### config.mk
export PLATFORM = sky130hd
export DESIGN_NAME = arb_grant_pipe_flat
export DESIGN_NICKNAME = d
export VERILOG_FILES = /design/src/rtl/arb_grant_pipe_if.sv /design/src/rtl/arb_grant_pipe.sv /design/src/flat_wrapper.sv
export SDC_FILE = /design/constraint.sdc
export NUM_CORES = 1
export LEC_CHECK = 0
export BUFFER_PORTS_ARGS = -buffer_cell sky130_fd_sc_hd__buf_4
export CAP_MARGIN = 25
export CORE_AREA = 2 2 65 67
export DETAILED_ROUTE_END_ITERATION = 10
export DIE_AREA = 0 0 67 69
export PLACE_DENSITY_LB_ADDON = 0.2
export SYNTH_ARGS = -nofsm -noshare
export SYNTH_HDL_FRONTEND = slang
export SYNTH_SLANG_ARGS = --single-unit
export TNS_END_PERCENT = 20
### constraint.sdc
create_clock -name clk -period 3.45 [get_ports clk]
set_input_delay 0.69 -clock clk [delete_from_list [all_inputs] [get_ports clk]]
set_output_delay 0.69 -clock clk [all_outputs]
set_load 0.01 [all_outputs]
### src/rtl/arb_grant_pipe_if.sv
// Arbiter-grant capture bus: grant/payload in, 2-deep buffered head out.
// Carries the arbiter enable, per-requester acks and the error flag.
interface arb_grant_pipe_if #(
  parameter int N          = 4,
  parameter int DATA_WIDTH = 8,
  parameter int IDX_WIDTH  = 2
);
  logic                    granted;
  logic [N-1:0]            grant;
  logic [N*DATA_WIDTH-1:0] data_in;
  logic                    arb_enable;
  logic [N-1:0]            ack;
  logic                    out_valid;
  logic                    out_ready;
  logic [DATA_WIDTH-1:0]   out_data;
  logic [IDX_WIDTH-1:0]    out_index;
  logic                    grant_err;

  modport master (
    output granted, grant, data_in, out_ready,
    input  arb_enable, ack, out_valid,
    input  out_data, out_index, grant_err
  );

  modport slave (
    input  granted, grant, data_in, out_ready,
    output arb_enable, ack, out_valid,
    output out_data, out_index, grant_err
  );
endinterface

### src/rtl/arb_grant_pipe.sv
// Captures the granted requester's payload into a 2-entry FIFO,
// pulses ack back to it, and flags malformed grant vectors.
module arb_grant_pipe #(
  parameter int N          = 4,
  parameter int DATA_WIDTH = 8,
  parameter int IDX_WIDTH  = 2
) (
  input  logic           clk,
  input  logic           rst_n,
  input  logic           init_n,
  arb_grant_pipe_if.slave bus
);

  logic [1:0]            count;
  logic                  wr_ptr;
  logic                  rd_ptr;
  logic [DATA_WIDTH-1:0] mem_data [2];
  logic [IDX_WIDTH-1:0]  mem_idx  [2];
  logic [N-1:0]          ack_q;
  logic                  err_q;

  logic                  one_hot;
  logic                  push;
  logic                  pop;
  logic [IDX_WIDTH-1:0]  sel_idx;
  logic [DATA_WIDTH-1:0] sel_data;

  assign one_hot = (bus.grant != '0) &&
                   ((bus.grant & (bus.grant - 1'b1)) == '0);

  always_comb begin
    sel_idx  = '0;
    sel_data = '0;
    for (int i = 0; i < N; i++) begin
      if (bus.grant[i]) begin
        sel_idx  = IDX_WIDTH'(i);
        sel_data = bus.data_in[i*DATA_WIDTH +: DATA_WIDTH];
      end
    end
  end

  // Enable depends on registered count only, never on out_ready.
  assign bus.arb_enable = (count != 2'd2);
  assign bus.out_valid  = (count != 2'd0);
  assign push = bus.granted & bus.arb_enable & one_hot;
  assign pop  = bus.out_valid & bus.out_ready;

  assign bus.out_data  = mem_data[rd_ptr];
  assign bus.out_index = mem_idx[rd_ptr];
  assign bus.ack       = ack_q;
  assign bus.grant_err = err_q;

  always_ff @(posedge clk or negedge rst_n) begin
    if (!rst_n) begin
      count       <= 2'd0;
      wr_ptr      <= 1'b0;
      rd_ptr      <= 1'b0;
      mem_data[0] <= '0;
      mem_data[1] <= '0;
      mem_idx[0]  <= '0;
      mem_idx[1]  <= '0;
      ack_q       <= '0;
      err_q       <= 1'b0;
    end else if (!init_n) begin
      count       <= 2'd0;
      wr_ptr      <= 1'b0;
      rd_ptr      <= 1'b0;
      mem_data[0] <= '0;
      mem_data[1] <= '0;
      mem_idx[0]  <= '0;
      mem_idx[1]  <= '0;
      ack_q       <= '0;
      err_q       <= 1'b0;
    end else begin
      ack_q <= push ? bus.grant : '0;
      if (bus.granted && bus.arb_enable && !one_hot)
        err_q <= 1'b1;
      if (push) begin
        mem_data[wr_ptr] <= sel_data;
        mem_idx[wr_ptr]  <= sel_idx;
        wr_ptr           <= ~wr_ptr;
      end
      if (pop)
        rd_ptr <= ~rd_ptr;
      unique case (1'b1)
        push && !pop: count <= count + 2'd1;
        pop && !push: count <= count - 2'd1;
        default:      count <= count;
      endcase
    end
  end

endmodule
### src/flat_wrapper.sv
// flat-port wrapper written by rule: the top's interface ports become plain ports
module arb_grant_pipe_flat 
#(
  parameter int N          = 4,
  parameter int DATA_WIDTH = 8,
  parameter int IDX_WIDTH  = 2
)
  (clk, rst_n, init_n, bus_granted, bus_grant, bus_data_in, bus_out_ready, bus_arb_enable, bus_ack, bus_out_valid, bus_out_data, bus_out_index, bus_grant_err);
  arb_grant_pipe_if #(.N(N), .DATA_WIDTH(DATA_WIDTH), .IDX_WIDTH(IDX_WIDTH)) bus_i ();
  input  logic clk;
  input  logic rst_n;
  input  logic init_n;
  input wire logic [$bits(bus_i.granted)-1:0] bus_granted;
  input wire logic [$bits(bus_i.grant)-1:0] bus_grant;
  input wire logic [$bits(bus_i.data_in)-1:0] bus_data_in;
  input wire logic [$bits(bus_i.out_ready)-1:0] bus_out_ready;
  output wire logic [$bits(bus_i.arb_enable)-1:0] bus_arb_enable;
  output wire logic [$bits(bus_i.ack)-1:0] bus_ack;
  output wire logic [$bits(bus_i.out_valid)-1:0] bus_out_valid;
  output wire logic [$bits(bus_i.out_data)-1:0] bus_out_data;
  output wire logic [$bits(bus_i.out_index)-1:0] bus_out_index;
  output wire logic [$bits(bus_i.grant_err)-1:0] bus_grant_err;
  assign bus_i.granted = bus_granted;
  assign bus_i.grant = bus_grant;
  assign bus_i.data_in = bus_data_in;
  assign bus_i.out_ready = bus_out_ready;
  assign bus_arb_enable = bus_i.arb_enable;
  assign bus_ack = bus_i.ack;
  assign bus_out_valid = bus_i.out_valid;
  assign bus_out_data = bus_i.out_data;
  assign bus_out_index = bus_i.out_index;
  assign bus_grant_err = bus_i.grant_err;
  arb_grant_pipe #(.N(N), .DATA_WIDTH(DATA_WIDTH), .IDX_WIDTH(IDX_WIDTH)) u_core (.clk(clk), .rst_n(rst_n), .init_n(init_n), .bus(bus_i));
endmodule
Word-level counts from Yosys, hierarchy flattened --
Index checks and enable logic that the tools add are counted.
Storage, ports and cells: flip-flop bits (word level) 29, input bits 41, output and inout bits 17, word-level logic and storage cells 73
Operators by class: add/subtract/negate cells 3, $lt $le $gt $ge 3, eq/ne operators 5, muxes and demuxes 33, bitwise logic cells 8, reductions and logical operators 12
Operator list (count):
- 2-to-1 mux 8 bit | 8
- 2-to-1 mux 16 bit | 2
- bitwise mux 16 bit | 1
- 2-to-1 mux 4 bit | 4
- 2-to-1 mux 2 bit | 7
- demux 8 bit (select 1 bit) | 1
- 2-to-1 mux 1 bit | 7
- logical AND 1 bit | 6
- inequality test 2 x 1 -> 1 bit, second input constant | 3
- AND 4 bit | 1
- bitwise mux 4 bit | 1
- >= comparator 2 bit, second input constant | 2
- zero test 4 bit | 1
- inverter 1 -> 2 bit | 2
- one-hot mux 2 bit (2 select lines) | 1
- nonzero test 4 bit | 1
- subtractor 4 x 1 -> 4 bit, second input constant | 1
- AND 1 bit | 3
- zero test 1 bit | 3
- inequality test 3 x 1 -> 1 bit, second input constant | 1
- adder 2 x 1 -> 2 bit, second input constant | 1
- demux 2 bit (select 1 bit) | 1
- less-than comparator 2 x 1 -> 1 bit, second input constant | 1
- inequality test 2 bit, second input constant | 1
- other kinds (3) | 4

Longest topological paths before layout --
Gate-level depths: netlist (run 1).
word-level depth 9, mapped depth 6, gate-level depth less buffers 4

Least setup slack after synthesis (run 1) --
No wires, ideal clock.
path type in2reg, from input bus_grant[3], to register u_core.mem_data[10] (netlist name), setup time 80 ps, arrival time 1688 ps, required time 3370 ps, path slack 1682 ps, stages on the path 5, path buffers 1, path through or2_2 nand2b_4 a211oi_2 buf_6 mux2i_1
On the way: longest elaborated chain between the ends 6, elaborated cells on any way between the ends 11, those cells by class add/sub (1); eq/ne (1); mux (4); bitwise (2); reduce/logical (3)
Ends and longest elaborated chain:
- start: declaration | line flat_wrapper.sv:14 | input wire logic [$bits(bus_i.grant)-1:0] bus_grant;
- subtractor 4 x 1 -> 4 bit | line arb_grant_pipe.sv:29 | ((bus.grant & (bus.grant - 1'b1)) == '0);
- AND 4 bit | line arb_grant_pipe.sv:29
- zero test 4 bit | line arb_grant_pipe.sv:29
- logical AND 1 bit | line arb_grant_pipe.sv:28 | assign one_hot = (bus.grant != '0) &&
- AND 1 bit | line arb_grant_pipe.sv:45 | assign push = bus.granted & bus.arb_enable & one_hot;
- inequality test 2 x 1 -> 1 bit (no line)
- end signal: indexed assignment | line arb_grant_pipe.sv:79 | mem_data[wr_ptr] <= sel_data;
- end: declaration | line arb_grant_pipe.sv:17 | logic [DATA_WIDTH-1:0] mem_data [2];
Parallel ways exist; a longest one is shown, timed or not. The select of a mux whose other input is x is not followed. A chain may end at the register's enable or synchronous reset.

Worst setup path after layout (run 1) --
from register u_core.rd_ptr, to output bus_out_data[6]
On the way: longest elaborated chain between the ends 4
Ends and longest elaborated chain:
- start: declaration | line arb_grant_pipe.sv:16 | logic rd_ptr;
- start signal: assignment | line arb_grant_pipe.sv:84 | rd_ptr <= ~rd_ptr;
- inverter 1 -> 2 bit (implied by the code) | line arb_grant_pipe.sv:48 | assign bus.out_data = mem_data[rd_ptr];
- 2-to-1 mux 8 bit (implied by the code) (3 in series) | line arb_grant_pipe.sv:48
- end: declaration | line flat_wrapper.sv:20 | output wire logic [$bits(bus_i.out_data)-1:0] bus_out_data;
Every way passes these cells. The select of a mux whose other input is x is not followed.

==> results of run 1 <==
## cell families after synthesis
| group | share of synthesized area |
|---|---|
| mux | 0.191 |
| buf+inv | 0.0451 |
| simple gates | 0.166 |
| flops | 0.429 |
| xor+xnor | 0.0155 |
| compound gates | 0.153 |
## sequential cells by signal (all words and copies together) (netlist names)
register,cells
u_core.bus.ack,4
u_core.bus.grant_err,1
u_core.count,2
u_core.mem_data,16
u_core.mem_idx,4
u_core.rd_ptr,1
u_core.wr_ptr,1
## worst max-delay path, stage by stage (launching register included)
cell	delay [ns]
dfrtp_1	0.70
mux2_2	0.40
buf_4	0.14
## layer usage
metal / part of all wire / wire length, um / global-route usage
met5: 0 / 0 / 0
met4: 0.019 / 85 / 0.0726
met3: 0.059 / 261 / 0.0587
met2: 0.50 / 2230 / 0.341
met1: 0.42 / 1890 / 0.270
## worst min-delay path by stage
stage / start / endpoint / slack (ns)
6_report: rst_n / u_core.mem_idx[3] / 0.33
2_1_floorplan: rst_n / u_core.bus.ack[0] / 0.39
4_1_cts: rst_n / u_core.mem_data[2] / 0.33
3_5_place_dp: u_core.bus.grant_err / u_core.bus.grant_err / 0.48
3_3_place_gp: u_core.bus.grant_err / u_core.bus.grant_err / 0.48
5_1_grt: rst_n / u_core.bus.grant_err / 0.35
## per-stage QoR
stage | power [W] | hold WS [ns] | cells
floorplan | 0.000448 | 0.394 | 162
finish | 0.000798 | 0.326 | 265
detailed placement | 0.000524 | 0.482 | 258
CTS | 0.000808 | 0.334 | 265
global route | 0.000840 | 0.350 | 265
global placement | 0.000520 | 0.477 | 258
## cell usage after synthesis (2+ instances only)
| cell type | number | area share |
|---|---|---|
| dfrtp_1 | 29 | 0.43 |
| nand2_1 | 29 | 0.064 |
| mux2i_1 | 21 | 0.12 |
| mux2_2 | 10 | 0.067 |
| nand2b_1 | 10 | 0.037 |
| o2111ai_1 | 10 | 0.052 |
| a221o_1 | 9 | 0.053 |
| clkbuf_1 | 8 | 0.018 |
| and3_1 | 4 | 0.015 |
| a21oi_1 | 2 | 0.0059 |
| buf_6 | 2 | 0.013 |
| inv_1 | 2 | 0.0044 |
| nor2b_1 | 2 | 0.0074 |
| nor3_1 | 2 | 0.0059 |
| or2_2 | 2 | 0.0074 |
| xnor2_1 | 2 | 0.010 |
## final cells by class
class / instances / area [um2]
clock buffer: 7 / 86.3
fill: 378 / 1700
inverter: 2 / 7.51
multi-input combinational: 118 / 888
sequential: 29 / 726
tap: 50 / 62.6
timing repair buffer: 59 / 443
## where the power goes
group,internal (W),switching (W)
registers,0.000353,0.0000119
logic,0.0000793,0.0000728
clock network,0.000158,0.000124
==> results by group, run 1 <==
Run status
  – Run status: finished clean

Yosys
  – Synthesized area per cell: 10.4 um2
  – Dominant synthesized flop cell: dfrtp_1
  – Post-Syn Nets: 203
  – Ys Warns: 0
  – Cell area after synthesis: 1690 um2
  – EDFF count, synth: 0
  – Sequential element share of the synthesized area: 0.429
  – Cell variety after synth: 34
  – Syn Inst Count: 162
  – Post-synthesis async set-or-reset flop share: 1.00
  – Flops & latches, synth: 29

Critical path
  – Reg2reg setup slack: 1.92 ns
  – Critical path type: reg -> out
  – WP data arrival: 1.54 ns
  – Critical Path Start Type: flip-flop
  – CP max FO: 11
  – Critical path startpoint: u_core.rd_ptr
  – Crit end category: output port
  – Worst Setup EP: bus_out_data[6]
  – R2r endpoint: u_core.mem_data[11]
  – WP data required: 2.76 ns
  – FF-to-FF path depth: 5
  – R2R Path Start: u_core.count[0]

Job
  – Max-cap violations: 0

Place
  – DP HPWL: 3200 um
  – Post-DP Area: 2130 um2
  – GP Congestion: 0.847
  – Dpl ws: 1.12 ns
  – Port bufs: 57

Power
  – Max rail drop VDD: 184 uV
  – Leak: 1.04 nW
  – Power Dens Cells: 361 nW/um2

Floorplan
  – I/O pin count: 58
  – Die Y: 69 um
  – Starting Density: 0.432
  – Die W: 67 um
  – Cell row count: 23
  – Core Area: 3910 um2
  – Die ar.: 4620 um2

Final layout
  – Commonest cells after routing, fill and taps aside: 59 x buf_4, 29 x nand2_1, 29 x dfrtp_1, 21 x mux2i_1
  – Fraction of layout cells with a size suffix above 1: 0.372
  – Area Growth Syn to Fin: 30.9%
  – Final Instance Area: 2210 um2
  – Commonest non-fill, non-tap cell in the layout: buf_4
  – Util after Layout: 0.566
  – Net count, final: 256
  – Ant. Diodes: 0

Worst hold path
  – Hold crit path type: in -> async

Routing
  – DRC viols: 0
  – Iteration count of the initial detailed-routing pass: 4
  – First DRT Iteration DRCs: 33
  – Antenna-violating nets left: 0
  – Via-to-Cell Ratio: 5.38
  – Final wirelength: 4460 um
  – Routed wire length per instance: 16.8 um
  – Vias: 1427

Timing
  – Final setup viols: 0
  – Slew @ Worst Pin: 0.705 ns
  – Period utilization: 0.646
  – Final Hold Fails: 0
  – Achievable Freq: 449 MHz
  – Min Tclk post-route: 2.23 ns
  – Pins Over Slew Limit: 0
  – Relative slew slack: 0.529
  – Setup tns final: 0 ns
  – Worst Setup Slack, final: 1.22 ns
  – Final setup skew: 0.00516 ns
  – RSZ-0062 raised after global routing: false

Global routing
  – First-pass GRT wire length: 7420 um
  – Vias in the first global route: 1545
  – Initial antenna violation count: 0
  – GR Util All Layers: 0.212
  – Largest net degree at the start of global routing: 44
  – Gr ovfl total: 0

Clock tree
  – Clk slew on worst S/H paths: 0.06 ns
  – Resize count post-CTS: 0
  – Clock tree buffer depth: 2
  – H-tree levels: 2
  – Root Buffer: clkbuf_8
  – Cts bufs inserted: 5
  – Post CTS Setup Buffer Count: 0
  – CTS sink cnt: 29
  – Clock insertion delay at the later pin of the skew report: 0.28 ns
  – CTS tree: yes
  – CTS hold repair buffers: 0
(Power assumes the default switching activity.)
==> run 2, diff against run 1 <==
Clock period 3.45 ns to 2.3 ns, I/O delays scaled along.
==> results by group, run 2 (synthesis gave the netlist of run 1 again) <==
Run status
  – Run status: finished clean (unchanged)

Place
  – GP Congestion: 0.808 (was 0.847)
  – Dpl ws: 0.337 ns (was 1.12 ns)
  – DP HPWL: 3330 um (was 3200 um)
  – Port bufs: 57 (unchanged)
  – Placed cells: 260 (was 258)
  – Post-DP Area: 2140 um2 (was 2130 um2)

Job
  – Max-cap violations: 0 (unchanged)

Critical path
  – Crit path cell chain: mux2_2 > buf_4 (unchanged)
  – Crit end category: output port (unchanged)
  – CP delay by family, top: flip-flops (unchanged)
  – Critical path type: reg -> out (unchanged)
  – Max stage delay on crit path: 0.68 ns (was 0.70 ns)
  – Worst path buffer plus inverter count: 1 (unchanged)
  – R2r endpoint: u_core.mem_data[8] (was u_core.mem_data[11])
  – R2R Path Start: u_core.count[0] (unchanged)
  – WP data required: 1.84 ns (was 2.76 ns)
  – CP max FO: 11 (unchanged)
  – Reg2reg setup slack: 0.83 ns (was 1.92 ns)
  – WP data arrival: 1.52 ns (was 1.54 ns)
  – Crit-path slowest cell: dfrtp_1 (unchanged)
  – Worst Setup EP: bus_out_data[7] (was bus_out_data[6])
  – FF-to-FF path depth: 5 (unchanged)
  – Critical path startpoint: u_core.rd_ptr (unchanged)
  – Critical Path Start Type: flip-flop (unchanged)
  – Crit path depth: 2 (unchanged)

Global routing
  – Met2 Use GR: 0.371 (was 0.341)
  – Largest net degree at the start of global routing: 33 (was 44)
  – Gr busiest metal: met2 (unchanged)
  – Initial antenna violation count: 0 (unchanged)
  – Met1 Track Usage GR: 0.242 (was 0.270)
  – Vias in the first global route: 1507 (was 1545)
  – Met3 Track Usage GR: 0.0506 (was 0.0587)
  – First-pass GRT wire length: 7270 um (was 7420 um)
  – Gr ovfl total: 0 (unchanged)
  – GR Util All Layers: 0.210 (was 0.212)

Final layout
  – Util after Layout: 0.573 (was 0.566)
  – Max FFs per register: 16 (unchanged)
  – Final Instance Area: 2240 um2 (was 2210 um2)
  – Commonest cells after routing, fill and taps aside: 61 x buf_4, 29 x nand2_1, 29 x dfrtp_1, 21 x mux2i_1 (was 59 x buf_4, 29 x nand2_1, 29 x dfrtp_1, 21 x mux2i_1)
  – Commonest non-fill, non-tap cell in the layout: buf_4 (unchanged)
  – Area Growth Syn to Fin: 32.7% (was 30.9%)
  – Fraction of layout cells with a size suffix above 1: 0.385 (was 0.372)
  – Post-Layout Cell Count: 268 (was 265)
  – Net count, final: 258 (was 256)
  – Register with the most flip-flops: u_core.mem_data (unchanged)
  – Ant. Diodes: 0 (unchanged)

Timing
  – Final Hold Fails: 0 (unchanged)
  – Setup tns final: 0 ns (unchanged)
  – Pins Over Slew Limit: 0 (unchanged)
  – Relative slew slack: 0.639 (was 0.529)
  – Min Tclk post-route: 1.98 ns
  – Final setup viols: 0 (unchanged)
  – Slew @ Worst Pin: 0.541 ns (was 0.705 ns)
  – Period utilization: 0.860
  – Achievable Freq: 506 MHz
  – RSZ-0062 raised after global routing: false (unchanged)
  – Final setup skew: 0.00121 ns (was 0.00516 ns)
  – Worst Setup Slack, final: 0.322 ns (was 1.22 ns)

Clock tree
  – Root Buffer: clkbuf_8 (unchanged)
  – Post CTS Setup Buffer Count: 0 (unchanged)
  – H-tree levels: 2 (unchanged)
  – CTS tree: yes (unchanged)
  – Resize count post-CTS: 0 (unchanged)
  – CTS hold repair buffers: 0 (unchanged)
  – CTS sink cnt: 29 (unchanged)
  – Clock insertion delay at the later pin of the skew report: 0.27 ns (was 0.28 ns)
  – Clk slew on worst S/H paths: 0.06 ns (about the same)
  – Clock tree buffer depth: 2 (unchanged)
  – Cts bufs inserted: 5 (unchanged)

Floorplan
  – Cell row count: 23 (unchanged)
  – I/O pin count: 58 (unchanged)
  – Die W: 67 um (unchanged)
  – Core Area: 3910 um2 (unchanged)
  – Die Y: 69 um (unchanged)
  – Starting Density: 0.432 (unchanged)
  – Die ar.: 4620 um2 (unchanged)

Power
  – Power Dens Cells: 550 nW/um2 (was 361 nW/um2)
  – Leak: 1.06 nW (was 1.04 nW)
  – Max rail drop VDD: 409 uV (was 184 uV)

Routing
  – Final wirelength: 4480 um (was 4460 um)
  – DRC viols: 0 (unchanged)
  – Antenna-violating nets left: 0 (unchanged)
  – Vias: 1462 (was 1427)
  – First DRT Iteration DRCs: 92 (was 33)
  – Routed wire length per instance: 16.7 um (was 16.8 um)
  – Iteration count of the initial detailed-routing pass: 4 (unchanged)
  – Via-to-Cell Ratio: 5.46 (was 5.38)

Worst hold path
  – Hold crit path type: in -> async (unchanged)
==> run 2: cell types whose count changed in the layout (fill, tap and decap cells not counted), sizes merged <==
cell / delta
buf: +2
clkinv: +1
==> run 2: worst min path at each step <==
stage                     startpoint            endpoint  depth (start not counted)
final                          rst_n  u_core.mem_data[3]                          1
after floorplan                rst_n   u_core.bus.ack[0]                          0
after detailed placement       rst_n  u_core.mem_data[3]                          1
after global routing           rst_n  u_core.mem_data[3]                          1
after global placement         rst_n  u_core.mem_data[5]                          1
after CTS                      rst_n  u_core.mem_data[3]                          1
==> run 2: final cells by class <==
type | count | area, um2
fillers | 382 | 1670
flip-flops and latches | 29 | 726
clock inverters | 1 | 5.00
multi-input cells | 118 | 888
clock buffers | 7 | 96.3
well taps | 50 | 62.6
repair buffers | 61 | 458
inverters | 2 | 7.51
==> run 2: worst register-to-register path: stages (launching register included) <==
cell and delay, ns:
dfrtp_1 0.42, nand2b_1 0.19, nand2_1 0.12, a211oi_2 0.20, buf_4 0.26, mux2i_1 0.21
==> run 2: report_power, final <==
group / internal [W] / switching (W) / total, W / leakage, nW
sequential: 0.000529 / 0.0000176 / 0.000547 / 0.400
clock: 0.000270 / 0.000187 / 0.000456 / 0.0542
combinational: 0.000121 / 0.000110 / 0.000231 / 0.605
==> run 2: stage by stage <==
step	hold WS, ns	power (W)
detailed placement	0.407	0.000789
global placement	0.401	0.000782
finish	0.105	0.00123
CTS	0.105	0.00125
floorplan	0.164	0.000673
global route	0.125	0.00130
==> run 2: routing by layer <==
layer	routed length, um	up-vias
met5	0	-
met4	42	0
met3	306	4
met2	2380	51
met1	1750	707
li1	-	700
==> run 3, diff against run 2 <==
Settings changed: PLACE_DENSITY from default to 0.76, PLACE_DENSITY_LB_ADDON 0.2 to default, SLEW_MARGIN from default to 10.
==> results by group, run 3 (synthesis gave the netlist of run 1 again) <==
Run status
  – Run status: finished clean (unchanged)

Floorplan
  – Die Y: 69 um (unchanged)
  – Die W: 67 um (unchanged)
  – I/O pin count: 58 (unchanged)
  – Core Area: 3910 um2 (unchanged)
  – Cell row count: 23 (unchanged)
  – Starting Density: 0.432 (unchanged)
  – Die ar.: 4620 um2 (unchanged)

Clock tree
  – Post CTS Setup Buffer Count: 0 (unchanged)
  – Clk slew on worst S/H paths: 0.06 ns (about the same)
  – CTS tree: yes (unchanged)
  – H-tree levels: 2 (unchanged)
  – Clock insertion delay at the later pin of the skew report: 0.28 ns (was 0.27 ns)
  – CTS sink cnt: 29 (unchanged)
  – Cts bufs inserted: 5 (unchanged)
  – Root Buffer: clkbuf_8 (unchanged)
  – CTS hold repair buffers: 0 (unchanged)
  – Resize count post-CTS: 0 (unchanged)
  – Clock tree buffer depth: 2 (unchanged)

Routing
  – Vias: 1465 (was 1462)
  – Antenna-violating nets left: 0 (unchanged)
  – Routed wire length per instance: 15.9 um (was 16.7 um)
  – First DRT Iteration DRCs: 89 (was 92)
  – Iteration count of the initial detailed-routing pass: 4 (unchanged)
  – Via-to-Cell Ratio: 5.49 (was 5.46)
  – Final wirelength: 4240 um (was 4480 um)
  – DRC viols: 0 (unchanged)

Final layout
  – Max FFs per register: 16 (unchanged)
  – Post-Layout Cell Count: 267 (was 268)
  – Ant. Diodes: 0 (unchanged)
  – Reg area: 726 um2 (unchanged)
  – Fraction of layout cells with a size suffix above 1: 0.382 (was 0.385)
  – Util after Layout: 0.571 (was 0.573)
  – Net count, final: 257 (was 258)
  – Filler Cell Count: 362 (was 382)
  – Commonest non-fill, non-tap cell in the layout: buf_4 (unchanged)
  – Register with the most flip-flops: u_core.mem_data (unchanged)
  – Commonest cells after routing, fill and taps aside: 60 x buf_4, 29 x nand2_1, 29 x dfrtp_1, 21 x mux2i_1 (was 61 x buf_4, 29 x nand2_1, 29 x dfrtp_1, 21 x mux2i_1)
  – Area of the multi-input gates: 888 um2 (unchanged)
  – Area Growth Syn to Fin: 32.3% (was 32.7%)

Critical path
  – Max stage delay on crit path: 0.68 ns (about the same)
  – Critical Path Start Type: flip-flop (unchanged)
  – Crit-path slowest cell: dfrtp_1 (unchanged)
  – R2R Path Start: u_core.count[0] (unchanged)
  – CP max FO: 11 (unchanged)
  – Crit path cell chain: mux2_2 > buf_4 (unchanged)
  – WP data required: 1.84 ns (about the same)
  – Critical path startpoint: u_core.rd_ptr (unchanged)
  – Critical path type: reg -> out (unchanged)
  – WP data arrival: 1.52 ns (about the same)
  – Worst path buffer plus inverter count: 1 (unchanged)
  – Crit end category: output port (unchanged)
  – CP delay by family, top: flip-flops (unchanged)

Global routing
  – GR Util All Layers: 0.199 (was 0.210)
  – Gr ovfl total: 0 (unchanged)
  – Largest net degree at the start of global routing: 44 (was 33)
  – Initial antenna violation count: 0 (unchanged)
  – Vias in the first global route: 1548 (was 1507)
  – First-pass GRT wire length: 6980 um (was 7270 um)

Place
  – Placed cells: 259 (was 260)
  – DP HPWL: 2960 um (was 3330 um)
  – Port bufs: 57 (unchanged)
  – GP Congestion: 0.835 (was 0.808)

Timing
  – Final setup skew: 0.00317 ns (was 0.00121 ns)
  – Setup tns final: 0 ns (unchanged)
  – Slew @ Worst Pin: 0.540 ns (was 0.541 ns)
  – Achievable Freq: 504 MHz (was 506 MHz)
  – Hold_ws: 0.104 ns (was 0.105 ns)
  – Pins Over Slew Limit: 0 (unchanged)
  – Min Tclk post-route: 1.98 ns (about the same)
  – Final Hold Fails: 0 (unchanged)
  – RSZ-0062 raised after global routing: false (unchanged)
  – Period utilization: 0.863 (was 0.860)
  – Relative slew slack: 0.640 (was 0.639)
  – Final setup viols: 0 (unchanged)

Power
  – Max rail drop VDD: 250 uV (was 409 uV)
  – Power Dens Cells: 553 nW/um2 (was 550 nW/um2)
  – Leak: 1.05 nW (was 1.06 nW)

Worst hold path
  – Hold crit path type: in -> async (unchanged)

Job
  – Max-cap violations: 0 (unchanged)
## run 3: cell count changes in the layout (fill, tap and decap cells not counted)
cell   before  now
buf_4      61   60
## run 3: worst paths after layout
path	slack (ns)	to	cells after the start
max in group asynchronous	1.92	u_core.wr_ptr	1
setup / recovery	0.32	bus_out_index[0]	2
hold / removal	0.10	u_core.mem_data[3]	1
min in group clk	0.44	u_core.bus.ack[0]	2
hold reg to reg	0.49	u_core.bus.grant_err	1
setup reg to reg	0.74	u_core.mem_data[11]	5
## run 3: power breakdown
group	internal [W]	switching [W]
sequential	0.000529	0.0000176
combinational	0.000120	0.000109
clock	0.000270	0.000190
## run 3: cell type report
cell class,instances,share of cell area
clock buffers,7,0.0431
clock inverters,1,0.00224
inverters,2,0.00336
multi-input cells,118,0.397
flip-flops and latches,29,0.325
well taps,50,0.0280
repair buffers,60,0.201
## run 3: metrics by stage
stage / total power [W] / cell area [um2] / setup slack, ns
after floorplan: 0.000673 / 1690 / 0.762
after global placement: 0.000782 / 2130 / 0.380
after detailed placement: 0.000785 / 2130 / 0.332
after CTS: 0.00125 / 2240 / 0.309
after global routing: 0.00130 / 2240 / 0.276
final: 0.00124 / 2240 / 0.315
## run 3: metal layers
layer	vias to the layer above	part of all wire	GRT usage	wire, um
met5	-	0	0	0
met4	0	0.013	0.0771	57
met3	5	0.063	0.0489	268
met2	48	0.50	0.314	2110
met1	716	0.43	0.259	1810
li1	696	-	-	-
